==> src/rtl/i2c_responder_pkg.sv <==
`timescale 1ns/1ps
`default_nettype none
// ============================================================================
//  Module   : i2c_responder_pkg
//  Purpose  : Shared types and constants for the I2C slave responder.
//             state_t    - protocol FSM states
//             I2C_RW_*   - R/W bit encodings of the address byte
//             addr_match - address compare (general call never matches)
//  Revision : 1.0 - initial release
// ============================================================================
package i2c_responder_pkg;

  typedef enum logic [2:0] {
    IDLE      = 3'd0,
    ADDR      = 3'd1,
    ADDR_ACK  = 3'd2,
    WR_BYTE   = 3'd3,
    WR_ACK    = 3'd4,
    RD_BYTE   = 3'd5,
    RD_ACK    = 3'd6,
    WAIT_STOP = 3'd7
  } state_t;

  localparam logic       I2C_RW_WRITE   = 1'b0;
  localparam logic       I2C_RW_READ    = 1'b1;
  localparam logic [7:0] UNDERFLOW_BYTE = 8'hFF;

  // The general-call address 7'h00 is not supported and never matches.
  function automatic logic addr_match(input logic [6:0] rx_addr,
                                      input logic [6:0] own_addr);
    return (rx_addr == own_addr) && (rx_addr != 7'h00);
  endfunction

endpackage
`default_nettype wire

==> src/rtl/i2c_slave_responder_if.sv <==
`timescale 1ns/1ps
`default_nettype none
// ============================================================================
//  Module   : i2c_slave_responder_if
//  Purpose  : Bus pins and local data handshakes of the I2C slave responder.
//  Ports    : scl_i/sda_i (resolved bus), sda_oe_o (open-drain pull-down),
//             rx_* write-data sink handshake, tx_* read-data source handshake,
//             start_o/stop_o/busy_o/addr_hit_o status.
//             slave modport  - used by the responder
//             master modport - used by whatever drives the bus and handshakes
//  Revision : 1.0 - initial release
// ============================================================================
interface i2c_slave_responder_if;
  logic       scl_i;
  logic       sda_i;
  logic       sda_oe_o;
  logic [7:0] rx_data_o;
  logic       rx_valid_o;
  logic       rx_ready_i;
  logic       tx_req_o;
  logic [7:0] tx_data_i;
  logic       tx_valid_i;
  logic       tx_underflow_o;
  logic       start_o;
  logic       stop_o;
  logic       busy_o;
  logic       addr_hit_o;

  modport slave (
    input  scl_i, sda_i, rx_ready_i, tx_data_i, tx_valid_i,
    output sda_oe_o, rx_data_o, rx_valid_o, tx_req_o, tx_underflow_o,
           start_o, stop_o, busy_o, addr_hit_o
  );

  modport master (
    output scl_i, sda_i, rx_ready_i, tx_data_i, tx_valid_i,
    input  sda_oe_o, rx_data_o, rx_valid_o, tx_req_o, tx_underflow_o,
           start_o, stop_o, busy_o, addr_hit_o
  );
endinterface
`default_nettype wire

==> src/rtl/i2c_bus_monitor.sv <==
`timescale 1ns/1ps
`default_nettype none
// ============================================================================
//  Module   : i2c_bus_monitor
//  Purpose  : Synchronizes SCL/SDA, detects SCL edges and START/STOP.
//  Ports    : clk_i, rst_i        - system clock, sync active-high reset
//             scl_i, sda_i        - asynchronous bus inputs
//             scl_rise_o/fall_o   - one-cycle SCL edge strobes
//             sda_s_o             - synchronized SDA
//             start_det_o/stop_det_o - one-cycle START / STOP strobes
//  Revision : 1.0 - initial release
// ============================================================================
module i2c_bus_monitor #(
  parameter int SYNC_STAGES = 2
) (
  input  logic clk_i,
  input  logic rst_i,
  input  logic scl_i,
  input  logic sda_i,
  output logic scl_rise_o,
  output logic scl_fall_o,
  output logic sda_s_o,
  output logic start_det_o,
  output logic stop_det_o
);

  logic [SYNC_STAGES-1:0] r_scl_sync;
  logic [SYNC_STAGES-1:0] r_sda_sync;
  logic                   r_scl_hist;
  logic                   r_sda_hist;
  logic                   w_scl_s;
  logic                   w_sda_s;

  // Reset to the idle-bus level so leaving reset never fakes an event.
  always_ff @(posedge clk_i) begin
    if (rst_i) begin
      r_scl_sync <= '1;
      r_sda_sync <= '1;
      r_scl_hist <= 1'b1;
      r_sda_hist <= 1'b1;
    end else begin
      r_scl_sync <= {r_scl_sync[SYNC_STAGES-2:0], scl_i};
      r_sda_sync <= {r_sda_sync[SYNC_STAGES-2:0], sda_i};
      r_scl_hist <= w_scl_s;
      r_sda_hist <= w_sda_s;
    end
  end

  assign w_scl_s     = r_scl_sync[SYNC_STAGES-1];
  assign w_sda_s     = r_sda_sync[SYNC_STAGES-1];
  assign sda_s_o     = w_sda_s;
  assign scl_rise_o  =  w_scl_s & ~r_scl_hist;
  assign scl_fall_o  = ~w_scl_s &  r_scl_hist;
  // SDA edges only count as START/STOP while SCL stayed high across them.
  assign start_det_o = w_scl_s & r_scl_hist &  r_sda_hist & ~w_sda_s;
  assign stop_det_o  = w_scl_s & r_scl_hist & ~r_sda_hist &  w_sda_s;

endmodule
`default_nettype wire

==> src/rtl/i2c_slave_responder.sv <==
`timescale 1ns/1ps
`default_nettype none
// ============================================================================
//  Module   : i2c_slave_responder
//  Purpose  : Synthesizable I2C target: address match, write ACK/NACK through
//             rx valid/ready, read data through tx req/valid, no stretching.
//  Ports    : clk_i (>= 8x SCL), rst_i (sync, active high),
//             bus (i2c_slave_responder_if.slave) - pins and handshakes
//  Revision : 1.0 - initial release
// ============================================================================
module i2c_slave_responder
  import i2c_responder_pkg::*;
#(
  parameter logic [6:0] SLAVE_ADDR  = 7'h22,
  parameter int         SYNC_STAGES = 2
) (
  input  logic                  clk_i,
  input  logic                  rst_i,
  i2c_slave_responder_if.slave  bus
);

  logic w_scl_rise, w_scl_fall, w_sda_s, w_start_det, w_stop_det;

  i2c_bus_monitor #(.SYNC_STAGES(SYNC_STAGES)) u_mon (
    .clk_i       (clk_i),
    .rst_i       (rst_i),
    .scl_i       (bus.scl_i),
    .sda_i       (bus.sda_i),
    .scl_rise_o  (w_scl_rise),
    .scl_fall_o  (w_scl_fall),
    .sda_s_o     (w_sda_s),
    .start_det_o (w_start_det),
    .stop_det_o  (w_stop_det)
  );

  state_t     r_state,    w_state;
  logic [2:0] r_bitcnt,   w_bitcnt;
  logic       r_phase,    w_phase;     // ACK phase entered / byte fully sent
  logic [6:0] r_shift,    w_shift;
  logic       r_rw,       w_rw;
  logic       r_ack_drv,  w_ack_drv;   // 1 = ACK the current write byte
  logic [7:0] r_tx_shift, w_tx_shift;
  logic       r_tx_pend,  w_tx_pend;
  logic       r_sda_oe,   w_sda_oe;
  logic [7:0] r_rx_data,  w_rx_data;
  logic       r_rx_valid, w_rx_valid;
  logic       r_tx_req,   w_tx_req;
  logic       r_uf,       w_uf;
  logic       r_start,    w_start;
  logic       r_stop,     w_stop;
  logic       r_busy,     w_busy;
  logic       r_hit,      w_hit;

  always_ff @(posedge clk_i) begin
    if (rst_i) begin
      r_state <= IDLE;  r_bitcnt <= 3'd0;  r_phase <= 1'b0;  r_shift <= 7'd0;
      r_rw <= 1'b0;  r_ack_drv <= 1'b0;  r_tx_shift <= 8'h00;  r_tx_pend <= 1'b0;
      r_sda_oe <= 1'b0;  r_rx_data <= 8'h00;  r_rx_valid <= 1'b0;  r_tx_req <= 1'b0;
      r_uf <= 1'b0;  r_start <= 1'b0;  r_stop <= 1'b0;  r_busy <= 1'b0;  r_hit <= 1'b0;
    end else begin
      r_state <= w_state;  r_bitcnt <= w_bitcnt;  r_phase <= w_phase;  r_shift <= w_shift;
      r_rw <= w_rw;  r_ack_drv <= w_ack_drv;  r_tx_shift <= w_tx_shift;  r_tx_pend <= w_tx_pend;
      r_sda_oe <= w_sda_oe;  r_rx_data <= w_rx_data;  r_rx_valid <= w_rx_valid;  r_tx_req <= w_tx_req;
      r_uf <= w_uf;  r_start <= w_start;  r_stop <= w_stop;  r_busy <= w_busy;  r_hit <= w_hit;
    end
  end

  always_comb begin
    w_state = r_state;  w_bitcnt = r_bitcnt;  w_phase = r_phase;  w_shift = r_shift;
    w_rw = r_rw;  w_ack_drv = r_ack_drv;  w_tx_shift = r_tx_shift;  w_sda_oe = r_sda_oe;
    w_rx_data = r_rx_data;  w_busy = r_busy;  w_hit = r_hit;
    w_rx_valid = 1'b0;  w_tx_req = 1'b0;  w_uf = 1'b0;  w_start = 1'b0;  w_stop = 1'b0;
    w_tx_pend = r_tx_req;

    // Read byte is captured the cycle after the request strobe.
    if (r_tx_pend) begin
      if (bus.tx_valid_i) begin
        w_tx_shift = bus.tx_data_i;
      end else begin
        w_tx_shift = UNDERFLOW_BYTE;
        w_uf       = 1'b1;
      end
    end

    if (w_stop_det) begin
      w_state = IDLE;  w_stop = 1'b1;  w_busy = 1'b0;  w_hit = 1'b0;
      w_sda_oe = 1'b0;  w_bitcnt = 3'd0;  w_phase = 1'b0;
    end else if (w_start_det) begin
      // SDA drive is left alone here and released on the next SCL fall.
      w_state = ADDR;  w_start = 1'b1;  w_busy = 1'b1;  w_hit = 1'b0;
      w_bitcnt = 3'd0;  w_phase = 1'b0;
    end else begin
      case (r_state)
        IDLE: ;
        ADDR: begin
          if (w_scl_fall) w_sda_oe = 1'b0;
          if (w_scl_rise) begin
            w_shift  = {r_shift[5:0], w_sda_s};
            w_bitcnt = r_bitcnt + 3'd1;
            if (r_bitcnt == 3'd7) begin
              w_rw = w_sda_s;
              if (addr_match(r_shift, SLAVE_ADDR)) begin
                w_state = ADDR_ACK;  w_hit = 1'b1;  w_phase = 1'b0;
              end else begin
                w_state = WAIT_STOP;
              end
            end
          end
        end
        ADDR_ACK: begin
          if (w_scl_fall) begin
            if (!r_phase) begin
              w_sda_oe = 1'b1;  w_phase = 1'b1;
            end else if (r_rw == I2C_RW_WRITE) begin
              w_sda_oe = 1'b0;  w_state = WR_BYTE;  w_phase = 1'b0;  w_bitcnt = 3'd0;
            end
          end
          // For reads the ACK is replaced by the first data bit at the next fall.
          if (w_scl_rise && r_phase && r_rw == I2C_RW_READ) begin
            w_tx_req = 1'b1;  w_state = RD_BYTE;  w_phase = 1'b0;  w_bitcnt = 3'd0;
          end
        end
        WR_BYTE: begin
          if (w_scl_fall) w_sda_oe = 1'b0;
          if (w_scl_rise) begin
            w_shift  = {r_shift[5:0], w_sda_s};
            w_bitcnt = r_bitcnt + 3'd1;
            if (r_bitcnt == 3'd7) begin
              w_rx_data  = {r_shift, w_sda_s};
              w_rx_valid = 1'b1;
              w_ack_drv  = bus.rx_ready_i;
              w_state    = WR_ACK;
              w_phase    = 1'b0;
            end
          end
        end
        WR_ACK: begin
          if (w_scl_fall) begin
            if (!r_phase) begin
              w_sda_oe = r_ack_drv;  w_phase = 1'b1;
            end else begin
              w_sda_oe = 1'b0;  w_state = WR_BYTE;  w_phase = 1'b0;  w_bitcnt = 3'd0;
            end
          end
        end
        RD_BYTE: begin
          if (w_scl_rise) begin
            w_bitcnt = r_bitcnt + 3'd1;
            if (r_bitcnt == 3'd7) w_phase = 1'b1;
          end
          if (w_scl_fall) begin
            if (r_phase) begin
              w_sda_oe = 1'b0;  w_state = RD_ACK;  w_phase = 1'b0;
            end else begin
              // After k rises the bit to present is bit 7-k (MSB first).
              w_sda_oe = ~r_tx_shift[3'd7 - r_bitcnt];
            end
          end
        end
        RD_ACK: begin
          if (w_scl_fall) w_sda_oe = 1'b0;
          if (w_scl_rise) begin
            if (!w_sda_s) begin
              w_tx_req = 1'b1;  w_state = RD_BYTE;  w_bitcnt = 3'd0;  w_phase = 1'b0;
            end else begin
              w_state = WAIT_STOP;
            end
          end
        end
        WAIT_STOP: begin
          if (w_scl_fall) w_sda_oe = 1'b0;
        end
        default: w_state = IDLE;
      endcase
    end
  end

  assign bus.sda_oe_o       = r_sda_oe;
  assign bus.rx_data_o      = r_rx_data;
  assign bus.rx_valid_o     = r_rx_valid;
  assign bus.tx_req_o       = r_tx_req;
  assign bus.tx_underflow_o = r_uf;
  assign bus.start_o        = r_start;
  assign bus.stop_o         = r_stop;
  assign bus.busy_o         = r_busy;
  assign bus.addr_hit_o     = r_hit;

endmodule
`default_nettype wire
==> src/flat_wrapper.sv <==
// flat-port wrapper written by rule: the top's interface ports become plain ports
module i2c_slave_responder_flat import i2c_responder_pkg::*;
#(
  parameter logic [6:0] SLAVE_ADDR  = 7'h22,
  parameter int         SYNC_STAGES = 2
)
  (clk_i, rst_i, bus_scl_i, bus_sda_i, bus_rx_ready_i, bus_tx_data_i, bus_tx_valid_i, bus_sda_oe_o, bus_rx_data_o, bus_rx_valid_o, bus_tx_req_o, bus_tx_underflow_o, bus_start_o, bus_stop_o, bus_busy_o, bus_addr_hit_o);
  i2c_slave_responder_if bus_i ();
  input  logic clk_i;
  input  logic rst_i;
  input wire logic [$bits(bus_i.scl_i)-1:0] bus_scl_i;
  input wire logic [$bits(bus_i.sda_i)-1:0] bus_sda_i;
  input wire logic [$bits(bus_i.rx_ready_i)-1:0] bus_rx_ready_i;
  input wire logic [$bits(bus_i.tx_data_i)-1:0] bus_tx_data_i;
  input wire logic [$bits(bus_i.tx_valid_i)-1:0] bus_tx_valid_i;
  output wire logic [$bits(bus_i.sda_oe_o)-1:0] bus_sda_oe_o;
  output wire logic [$bits(bus_i.rx_data_o)-1:0] bus_rx_data_o;
  output wire logic [$bits(bus_i.rx_valid_o)-1:0] bus_rx_valid_o;
  output wire logic [$bits(bus_i.tx_req_o)-1:0] bus_tx_req_o;
  output wire logic [$bits(bus_i.tx_underflow_o)-1:0] bus_tx_underflow_o;
  output wire logic [$bits(bus_i.start_o)-1:0] bus_start_o;
  output wire logic [$bits(bus_i.stop_o)-1:0] bus_stop_o;
  output wire logic [$bits(bus_i.busy_o)-1:0] bus_busy_o;
  output wire logic [$bits(bus_i.addr_hit_o)-1:0] bus_addr_hit_o;
  assign bus_i.scl_i = bus_scl_i;
  assign bus_i.sda_i = bus_sda_i;
  assign bus_i.rx_ready_i = bus_rx_ready_i;
  assign bus_i.tx_data_i = bus_tx_data_i;
  assign bus_i.tx_valid_i = bus_tx_valid_i;
  assign bus_sda_oe_o = bus_i.sda_oe_o;
  assign bus_rx_data_o = bus_i.rx_data_o;
  assign bus_rx_valid_o = bus_i.rx_valid_o;
  assign bus_tx_req_o = bus_i.tx_req_o;
  assign bus_tx_underflow_o = bus_i.tx_underflow_o;
  assign bus_start_o = bus_i.start_o;
  assign bus_stop_o = bus_i.stop_o;
  assign bus_busy_o = bus_i.busy_o;
  assign bus_addr_hit_o = bus_i.addr_hit_o;
  i2c_slave_responder #(.SLAVE_ADDR(SLAVE_ADDR), .SYNC_STAGES(SYNC_STAGES)) u_core (.clk_i(clk_i), .rst_i(rst_i), .bus(bus_i));
endmodule
==> config.mk <==
export PLATFORM = sky130hd
export DESIGN_NAME = i2c_slave_responder_flat
export DESIGN_NICKNAME = d
export VERILOG_FILES = /design/src/rtl/i2c_responder_pkg.sv /design/src/rtl/i2c_slave_responder_if.sv /design/src/rtl/i2c_bus_monitor.sv /design/src/rtl/i2c_slave_responder.sv /design/src/flat_wrapper.sv
export SDC_FILE = /design/constraint.sdc
export NUM_CORES = 1
export LEC_CHECK = 0
export ABC_AREA = 1
export BUFFER_PORTS_ARGS = -buffer_cell sky130_fd_sc_hd__buf_2
export CORE_MARGIN = 8
export CORE_UTILIZATION = 51
export DETAILED_ROUTE_END_ITERATION = 7
export PLACE_DENSITY_LB_ADDON = 0.2
export SLEW_MARGIN = 40
export SYNTH_ARGS = -nofsm -noshare
export SYNTH_HDL_FRONTEND = slang
export SYNTH_SLANG_ARGS = --single-unit
==> constraint.sdc <==
create_clock -name clk_i -period 1.5 [get_ports clk_i]
set_input_delay 0.075 -clock clk_i [delete_from_list [all_inputs] [get_ports clk_i]]
set_output_delay 0.075 -clock clk_i [all_outputs]
set_load 0.1 [all_outputs]
==> out/summary.log, run 1 <==
INFO  finish         syn2layout_area_growth=25.4%
INFO  grt            grt.met2_usage=0.290
INFO  place          placedInstanceArea=2590µm²
INFO  cts            clock_sink_count=47
INFO  cts            cts_inserted_buffers=5
INFO  finish         n_antenna_cell=0
INFO  detailed_routing dr_total_vias=2,155
INFO  logic_synthesis synth_cell_types=33
INFO  power          sequentialPowerShare=0.394
INFO  die            initial_core_util=0.523
INFO  logic_synthesis synth-simple-area-share=0.327
INFO  worst_setup_path timing.critical_path.arrival=1.71ns
INFO  worst_setup_path worst_r2r_endpoint=u_core.r_state[1]$_SDFFE_PP0P_
INFO  timing         min_period_over_period=0.985
INFO  finish         layout_cells_sized_above_1=0.299
INFO  logic_synthesis synth_seq_area_share=0.419
INFO  logic_synthesis synth.ff_latch_count=47
INFO  detailed_routing detailedRoute.firstPassIterationCount=4
INFO  power          combinationalPowerShare=0.354
INFO  timing         rsz0062_at_grt=true
INFO  place          placement.io_buffers=29
INFO  logic_synthesis synth.avg_cell_area=7.13µm²
INFO  grt            grt.met3_usage=0.0455
INFO  die            rows=24
INFO  logic_synthesis synth_fa_ha_area_frac=0.0111
INFO  logic_synthesis netlist_instances=315
INFO  place          dp_hpwl=4320µm
INFO  logic_synthesis synth.yosys.warnings=0
INFO  detailed_routing antenna_violating_nets_post_route=0
INFO  worst_setup_path rr_worst_depth=12
INFO  cts            clkTransAtPathRegs=0.09ns
INFO  min_path       hold_path_end=u_core.r_tx_shift[0]$_SDFFE_PP0P_
INFO  logic_synthesis syn_nets=331
INFO  run_status     outcome=completed
INFO  finish         finish.instance_area=2820µm²
INFO  grt            grt.overflow.total=0
INFO  grt            grt_max_degree=24
INFO  worst_setup_path critical_path.endpoint_type=register
INFO  min_path       hold_path.class=in -> reg
INFO  detailed_routing drt_first_iter_violations=114
INFO  power          internal_power=2.32mW
INFO  job            maxCapViolCount=0
INFO  grt            grt_antenna_before_repair=0
INFO  power          power.net_switching=1.25mW
INFO  finish         most-common-layout-cells=57 x sky130_fd_sc_hd__nand2_1, 47 x sky130_fd_sc_hd__nor2_1, 40 x sky130_fd_sc_hd__dfxtp_1
INFO  timing         finalHoldWorstSlack=0.0294ns
INFO  timing         count_of_final_setup_violators=0
INFO  grt            total_grt_usage=0.182
INFO  cts            cts-htree-levels=2
INFO  power          leakagePower=1.32nW
INFO  detailed_routing post-route-drc-count=0
INFO  logic_synthesis synthMuxAreaShare=0
INFO  worst_setup_path worst-r2r-setup-slack=0.02ns
INFO  worst_setup_path crit-reg2reg-launch=u_core.r_bitcnt[1]$_SDFFE_PP0P_
INFO  worst_setup_path crit_path_max_fanout=3
INFO  power          total_power=3.57mW
INFO  detailed_routing wire_per_inst=13.5µm
INFO  timing         maxSlewHeadroom=0.675
INFO  cts            clock_latency=0.30ns
INFO  finish         layout.cells.most_common=sky130_fd_sc_hd__nand2_1
INFO  timing         period_minus_slack=1.48ns
INFO  min_path       min-delay-start=bus_tx_data_i[0]
INFO  logic_synthesis dominant_combinational_cell_family_by_area_after_synthesis=simple AND/OR/NAND/NOR gates
INFO  min_path       hold_path_depth=3
INFO  cts            cts_root_buffer=sky130_fd_sc_hd__clkbuf_8
INFO  timing         worst_slew_pin_slew=0.491ns
INFO  timing         final.setup_skew=0.00783ns
INFO  power          sw_frac_of_total=0.350
INFO  detailed_routing vias_per_cell=5.09
INFO  timing         max_clock_freq=677MHz
INFO  place          routabilityCongestion=0.909
INFO  grt            most_utilized_layer_in_the_global_route_result=met2
INFO  timing         hold_violations=0
INFO  cts            ctsLongestPathBuffers=2
INFO  worst_setup_path path_class=reg -> reg
INFO  die            core_region_area=4290µm²
INFO  die            die_x=82.4µm
INFO  die            die_height=82.4µm
INFO  cts            tritoncts_clock_tree=done
INFO  timing         finalSetupTns=0ns
INFO  logic_synthesis synthXorXnorAreaFrac=0
INFO  worst_setup_path worst-endpoint-required=1.73ns
INFO  logic_synthesis synth_compound_area_frac=0.157
INFO  power          p_per_area=1270nW/µm²
INFO  detailed_routing route.final.wire_length=5710µm
INFO  power          clock_power_share=0.252
INFO  grt            groute.layer.met1.usage=0.233
INFO  worst_setup_path setup.worst_path.start_class=register
INFO  finish         design.final.nets=387
INFO  grt            grt_first_pass_wirelength=9530µm
INFO  die            io_pins=30
INFO  logic_synthesis synth.cell_area=2250µm²
INFO  power          ir_worst_vdd=0.000785V
INFO  grt            number_of_global_route_vias_before_repair=2,079
INFO  timing         slew_violations=0
INFO  die            dieArea=6780µm²
## logic make-up after synthesis
group           after synthesis
simple gates                159
compound gates               61
buf+inv                      46
fa+ha+maj                     2
flops                        47
## per-layer routing
metal  up-vias  routed length (µm)
li1       1129                   -
met2        48                2660
met5         -                   0
met1       972                2780
met4         0                  71
met3         6                 204
## state kept, by name, indices dropped and copies added, names as in the netlist, 2 cells and up
signal and count:
u_core.r_shift 7, u_core.u_mon.r_scl_sync 2, u_core.bus.rx_data_o 8, u_core.r_bitcnt 3
u_core.r_state 3, u_core.r_tx_shift 8, u_core.u_mon.r_sda_sync 2
## final cells by class
| class | count | area (µm²) |
|---|---|---|
| flip-flops and latches | 47 | 957 |
| well taps | 52 | 65.1 |
| clock inverters | 2 | 37.5 |
| repair buffers | 57 | 363 |
| fillers | 402 | 1480 |
| inverters | 38 | 148 |
| clock buffers | 5 | 68.8 |
| multi-input cells | 222 | 1180 |
## through the flow
step / cells / util / setup slack, ns
after floorplan: 315 / - / 0.0142
after global placement: 412 / 0.603 / 0.0370
after detailed placement: 412 / 0.603 / 0.0158
after CTS: 422 / 0.635 / 0.00537
after global routing: 423 / 0.656 / -0.0537
final: 423 / 0.656 / 0.0227
## how the worst max path moves through the flow
stage	start	to	slack [ns]	depth (start not counted)
floorplan	u_core.r_bitcnt[1]$_SDFFE_PP0P_	u_core.r_state[2]$_SDFFE_PP0P_	0.01	11
global placement	u_core.r_state[1]$_SDFFE_PP0P_	u_core.r_state[0]$_SDFFE_PP0P_	0.04	9
detailed placement	u_core.r_state[1]$_SDFFE_PP0P_	u_core.r_state[0]$_SDFFE_PP0P_	0.02	9
CTS	u_core.r_bitcnt[1]$_SDFFE_PP0P_	u_core.r_phase$_SDFFE_PP0P_	0.005	9
global route	u_core.r_bitcnt[1]$_SDFFE_PP0P_	u_core.r_state[1]$_SDFFE_PP0P_	-0.05	11
finish	u_core.r_bitcnt[1]$_SDFFE_PP0P_	u_core.r_state[1]$_SDFFE_PP0P_	0.02	12
## cells in the mapped netlist
master / number / share of area
sky130_fd_sc_hd__buf_2: 2 / 0.0045
sky130_fd_sc_hd__nand2_1: 61 / 0.10
sky130_fd_sc_hd__ha_1: 2 / 0.011
sky130_fd_sc_hd__o221a_2: 4 / 0.020
sky130_fd_sc_hd__o211ai_1: 1 / 0.0033
sky130_fd_sc_hd__o21ai_1: 1 / 0.0022
sky130_fd_sc_hd__inv_1: 34 / 0.057
sky130_fd_sc_hd__nor2_8: 1 / 0.0089
sky130_fd_sc_hd__inv_2: 4 / 0.0067
sky130_fd_sc_hd__nand2_2: 6 / 0.017
sky130_fd_sc_hd__clkbuf_1: 3 / 0.0050
sky130_fd_sc_hd__nor2b_1: 1 / 0.0028
sky130_fd_sc_hd__nand3_2: 1 / 0.0045
sky130_fd_sc_hd__nor4_1: 1 / 0.0028
sky130_fd_sc_hd__nor3_1: 3 / 0.0067
sky130_fd_sc_hd__nand3_1: 21 / 0.047
sky130_fd_sc_hd__nor2_4: 4 / 0.020
sky130_fd_sc_hd__o2111ai_1: 1 / 0.0039
sky130_fd_sc_hd__nor2_2: 4 / 0.011
sky130_fd_sc_hd__a311oi_1: 1 / 0.0039
sky130_fd_sc_hd__buf_4: 1 / 0.0033
sky130_fd_sc_hd__o21bai_1: 1 / 0.0033
sky130_fd_sc_hd__or2_2: 4 / 0.011
sky130_fd_sc_hd__o21ai_0: 22 / 0.049
sky130_fd_sc_hd__nor2_1: 49 / 0.082
sky130_fd_sc_hd__a211oi_1: 3 / 0.010
sky130_fd_sc_hd__dfxtp_1: 47 / 0.42
sky130_fd_sc_hd__nand4_2: 1 / 0.0056
sky130_fd_sc_hd__buf_6: 2 / 0.010
sky130_fd_sc_hd__nand4_1: 1 / 0.0028
sky130_fd_sc_hd__a21oi_1: 26 / 0.058
sky130_fd_sc_hd__nand3b_1: 1 / 0.0033
sky130_fd_sc_hd__o22ai_1: 1 / 0.0028
## power groups by stage
stage	sequential, mW	combinational (mW)	clock [mW]
3_3_place_gp	1.40	1.13	0
3_5_place_dp	1.41	1.14	0
2_1_floorplan	1.42	0.814	0
6_report	1.41	1.26	0.902
4_1_cts	1.38	1.15	0.921
5_1_grt	1.42	1.41	0.979
## repair_timing
action	4_1_cts	5_1_grt
pin swaps	0	13
endpoints found under the hold margin	3	0
resized for setup	1	29
gates cloned	0	0
setup buffers	0	1
hold buffers	3	0
endpoints found under the setup margin	1	15
## worst max-delay path, cell delays in order, from the launching register on
cell and delay [ns]:
sky130_fd_sc_hd__dfxtp_2 0.37, sky130_fd_sc_hd__ha_4 0.14, sky130_fd_sc_hd__ha_4 0.15, sky130_fd_sc_hd__inv_4 0.04, sky130_fd_sc_hd__nand2_2 0.05, sky130_fd_sc_hd__nand2_2 0.07
sky130_fd_sc_hd__nor2_4 0.12, sky130_fd_sc_hd__nand2_1 0.07, sky130_fd_sc_hd__nor2_1 0.12, sky130_fd_sc_hd__nand2_1 0.09, sky130_fd_sc_hd__nand2_1 0.06, sky130_fd_sc_hd__nand2_1 0.05
sky130_fd_sc_hd__nor2_1 0.08
(Power assumes the default switching activity.)
==> run 2: changes to the inputs <==
Settings changed: CORE_MARGIN 8 to 2.
==> out/summary.log, run 2 (synthesis gave the netlist of run 1 again) <==
INFO  place          placed_cell_count=423
INFO  worst_setup_path timing.critical_path.buf_inv=1
INFO  finish         design.final.nets=404
INFO  die            die_x=70.4µm
INFO  min_path       hold_path_end=u_core.r_tx_shift[0]$_SDFFE_PP0P_
INFO  place          routabilityCongestion=0.882
INFO  detailed_routing post-route-drc-count=0
INFO  die            dieArea=4950µm²
INFO  timing         rsz0062_at_grt=true
INFO  detailed_routing route.final.wire_length=5930µm
INFO  timing         final.setup_skew=0.00389ns
INFO  worst_setup_path setup.worst_path.start_class=register
INFO  cts            clock_sink_count=47
INFO  min_path       hold_path.class=in -> reg
INFO  timing         slew_violations=0
INFO  cts            clock_latency=0.30ns
INFO  finish         layout.cells.most_common=sky130_fd_sc_hd__nand2_1
INFO  die            io_pins=30
INFO  cts            clkTransAtPathRegs=0.09ns
INFO  timing         worst_slew_pin_slew=0.493ns
INFO  cts            tritoncts_clock_tree=done
INFO  timing         maxSlewHeadroom=0.674
INFO  timing         final.setup.worst_slack=0.0172ns
INFO  cts            cts_root_buffer=sky130_fd_sc_hd__clkbuf_8
INFO  grt            number_of_global_route_vias_before_repair=2,105
INFO  worst_setup_path path_class=reg -> reg
INFO  finish         filler_cell_count=382
INFO  die            rows=24
INFO  worst_setup_path worst-endpoint-required=1.73ns
INFO  power          total_power=3.68mW
INFO  grt            grt_first_pass_wirelength=9400µm
INFO  power          ir_worst_vdd=0.000781V
INFO  timing         max_clock_freq=674MHz
INFO  timing         min_period_over_period=0.989
INFO  worst_setup_path worst_path_max_delay_cell=sky130_fd_sc_hd__dfxtp_2
INFO  grt            grt_max_degree=24
INFO  min_path       min-delay-start=bus_tx_data_i[0]
INFO  timing         hold_violations=0
INFO  detailed_routing dr_total_vias=2,319
INFO  worst_setup_path cp_slowest_stage_delay=0.46ns
INFO  timing         count_of_final_setup_violators=0
INFO  timing         period_minus_slack=1.48ns
INFO  cts            cts_inserted_buffers=5
INFO  worst_setup_path crit_path_cell_trace=nand2_1 > nor2_4 > nand2_1 > nand2_1 > nand2_2 > buf_4 > nand3_1 > nand2_1 > a21oi_1
INFO  power          leakagePower=1.42nW
INFO  grt            total_grt_usage=0.237
INFO  detailed_routing detailedRoute.firstPassIterationCount=5
INFO  worst_setup_path cpMostUsedCell=sky130_fd_sc_hd__nand2_1
INFO  grt            grt.overflow.total=0
INFO  finish         n_antenna_cell=0
INFO  finish         final-instance-count-excl-fill=440
INFO  cts            cts-htree-levels=2
INFO  detailed_routing vias_per_cell=5.27
INFO  detailed_routing antenna_violating_nets_post_route=0
INFO  place          place_ws=-0.00764ns
INFO  detailed_routing drt_first_iter_violations=191
INFO  worst_setup_path worst_path_dominant_cell_family=simple AND/OR/NAND/NOR gates
INFO  min_path       hold_path_depth=3
INFO  worst_setup_path rr_worst_depth=9
INFO  die            core_region_area=4290µm²
INFO  die            die_height=70.4µm
INFO  worst_setup_path worst-r2r-setup-slack=0.02ns
INFO  worst_setup_path crit_path_max_fanout=8
INFO  detailed_routing wire_per_inst=13.5µm
INFO  worst_setup_path crit-reg2reg-launch=u_core.r_state[1]$_SDFFE_PP0P_
INFO  die            initial_core_util=0.523
INFO  grt            grt_antenna_before_repair=0
INFO  finish         syn2layout_area_growth=32.8%
INFO  power          p_per_area=1240nW/µm²
INFO  cts            ctsLongestPathBuffers=2
INFO  finish         layout_cells_sized_above_1=0.351
INFO  finish         most-common-layout-cells=54 x sky130_fd_sc_hd__nand2_1, 45 x sky130_fd_sc_hd__nor2_1, 41 x sky130_fd_sc_hd__buf_4
INFO  job            maxCapViolCount=0
INFO  worst_setup_path timing.critical_path.arrival=1.72ns
INFO  worst_setup_path critical_path.endpoint_type=register
INFO  place          placement.io_buffers=29
INFO  place          dp_hpwl=4130µm
INFO  run_status     outcome=completed
INFO  worst_setup_path worst_r2r_endpoint=u_core.r_phase$_SDFFE_PP0P_
[run 2: changes by cell type in the layout (fill, tap and decap cells not counted), sizes merged]
cell  previous run  this run
buf             54        71
[run 2: per-layer routing]
metal  global-route usage  up-vias  wire, µm
li1                     -     1169         -
met3               0.0462       14       302
met1                0.319     1063      2680
met5                    0        -         0
met4               0.0919        0       133
met2                0.374       73      2810
[run 2: final cells by class]
cell class,instances,area (µm²),share of cell area
inverters,38,148,0.0495
clock buffers,5,68.8,0.0231
repair buffers,74,494,0.166
well taps,52,65.1,0.0218
clock inverters,2,37.5,0.0126
multi-input cells,222,1210,0.407
flip-flops and latches,47,955,0.320
[run 2: stage by stage]
| stage | util | TNS [ns] | hold slack, ns | cell area, µm² |
|---|---|---|---|---|
| finish | 0.694 | 0 | 0.0402 | 2980 |
| global route | 0.694 | -0.456 | 0.0342 | 2980 |
| CTS | 0.659 | 0 | 0.0364 | 2830 |
| detailed placement | 0.622 | -0.0109 | 0.260 | 2670 |
| global placement | 0.622 | 0 | 0.258 | 2670 |
| floorplan | - | 0 | 0.160 | 2250 |
[run 2: report_power, final]
| part | total, mW | switching, mW | internal, mW |
|---|---|---|---|
| clock network | 0.911 | 0.423 | 0.487 |
| logic | 1.38 | 0.812 | 0.566 |
| registers | 1.40 | 0.0798 | 1.32 |
[run 2: repair_timing]
item	CTS	global route
hold endpoints to repair	3	0
setup endpoints to repair	3	19
pin swaps	3	17
resized for setup	4	42
buffers inserted	2	4
gates cloned	0	1
hold buffers	3	0
[run 2: worst max path at each step]
stage | from | end | slack, ns | cells after the start
after detailed placement | u_core.r_bitcnt[1]$_SDFFE_PP0P_ | u_core.r_state[0]$_SDFFE_PP0P_ | -0.008 | 11
after floorplan | u_core.r_bitcnt[1]$_SDFFE_PP0P_ | u_core.r_state[2]$_SDFFE_PP0P_ | 0.01 | 11
final | u_core.r_state[1]$_SDFFE_PP0P_ | u_core.r_phase$_SDFFE_PP0P_ | 0.02 | 9
after CTS | u_core.r_bitcnt[0]$_SDFFE_PP0P_ | u_core.bus.rx_data_o[0]$_SDFFE_PP0P_ | 0.01 | 8
after global routing | u_core.r_state[0]$_SDFFE_PP0P_ | u_core.r_state[1]$_SDFFE_PP0P_ | -0.12 | 12
after global placement | u_core.r_state[1]$_SDFFE_PP0P_ | u_core.r_phase$_SDFFE_PP0P_ | 0.008 | 9
[run 2: worst register-to-register path, cell delays in order, from the launching register on]
cell and delay [ns]:
sky130_fd_sc_hd__dfxtp_2 0.46, sky130_fd_sc_hd__nand2_1 0.14, sky130_fd_sc_hd__nor2_4 0.18, sky130_fd_sc_hd__nand2_1 0.11, sky130_fd_sc_hd__nand2_1 0.09, sky130_fd_sc_hd__nand2_2 0.07, sky130_fd_sc_hd__buf_4 0.13, sky130_fd_sc_hd__nand3_1 0.07
sky130_fd_sc_hd__nand2_1 0.05, sky130_fd_sc_hd__a21oi_1 0.13
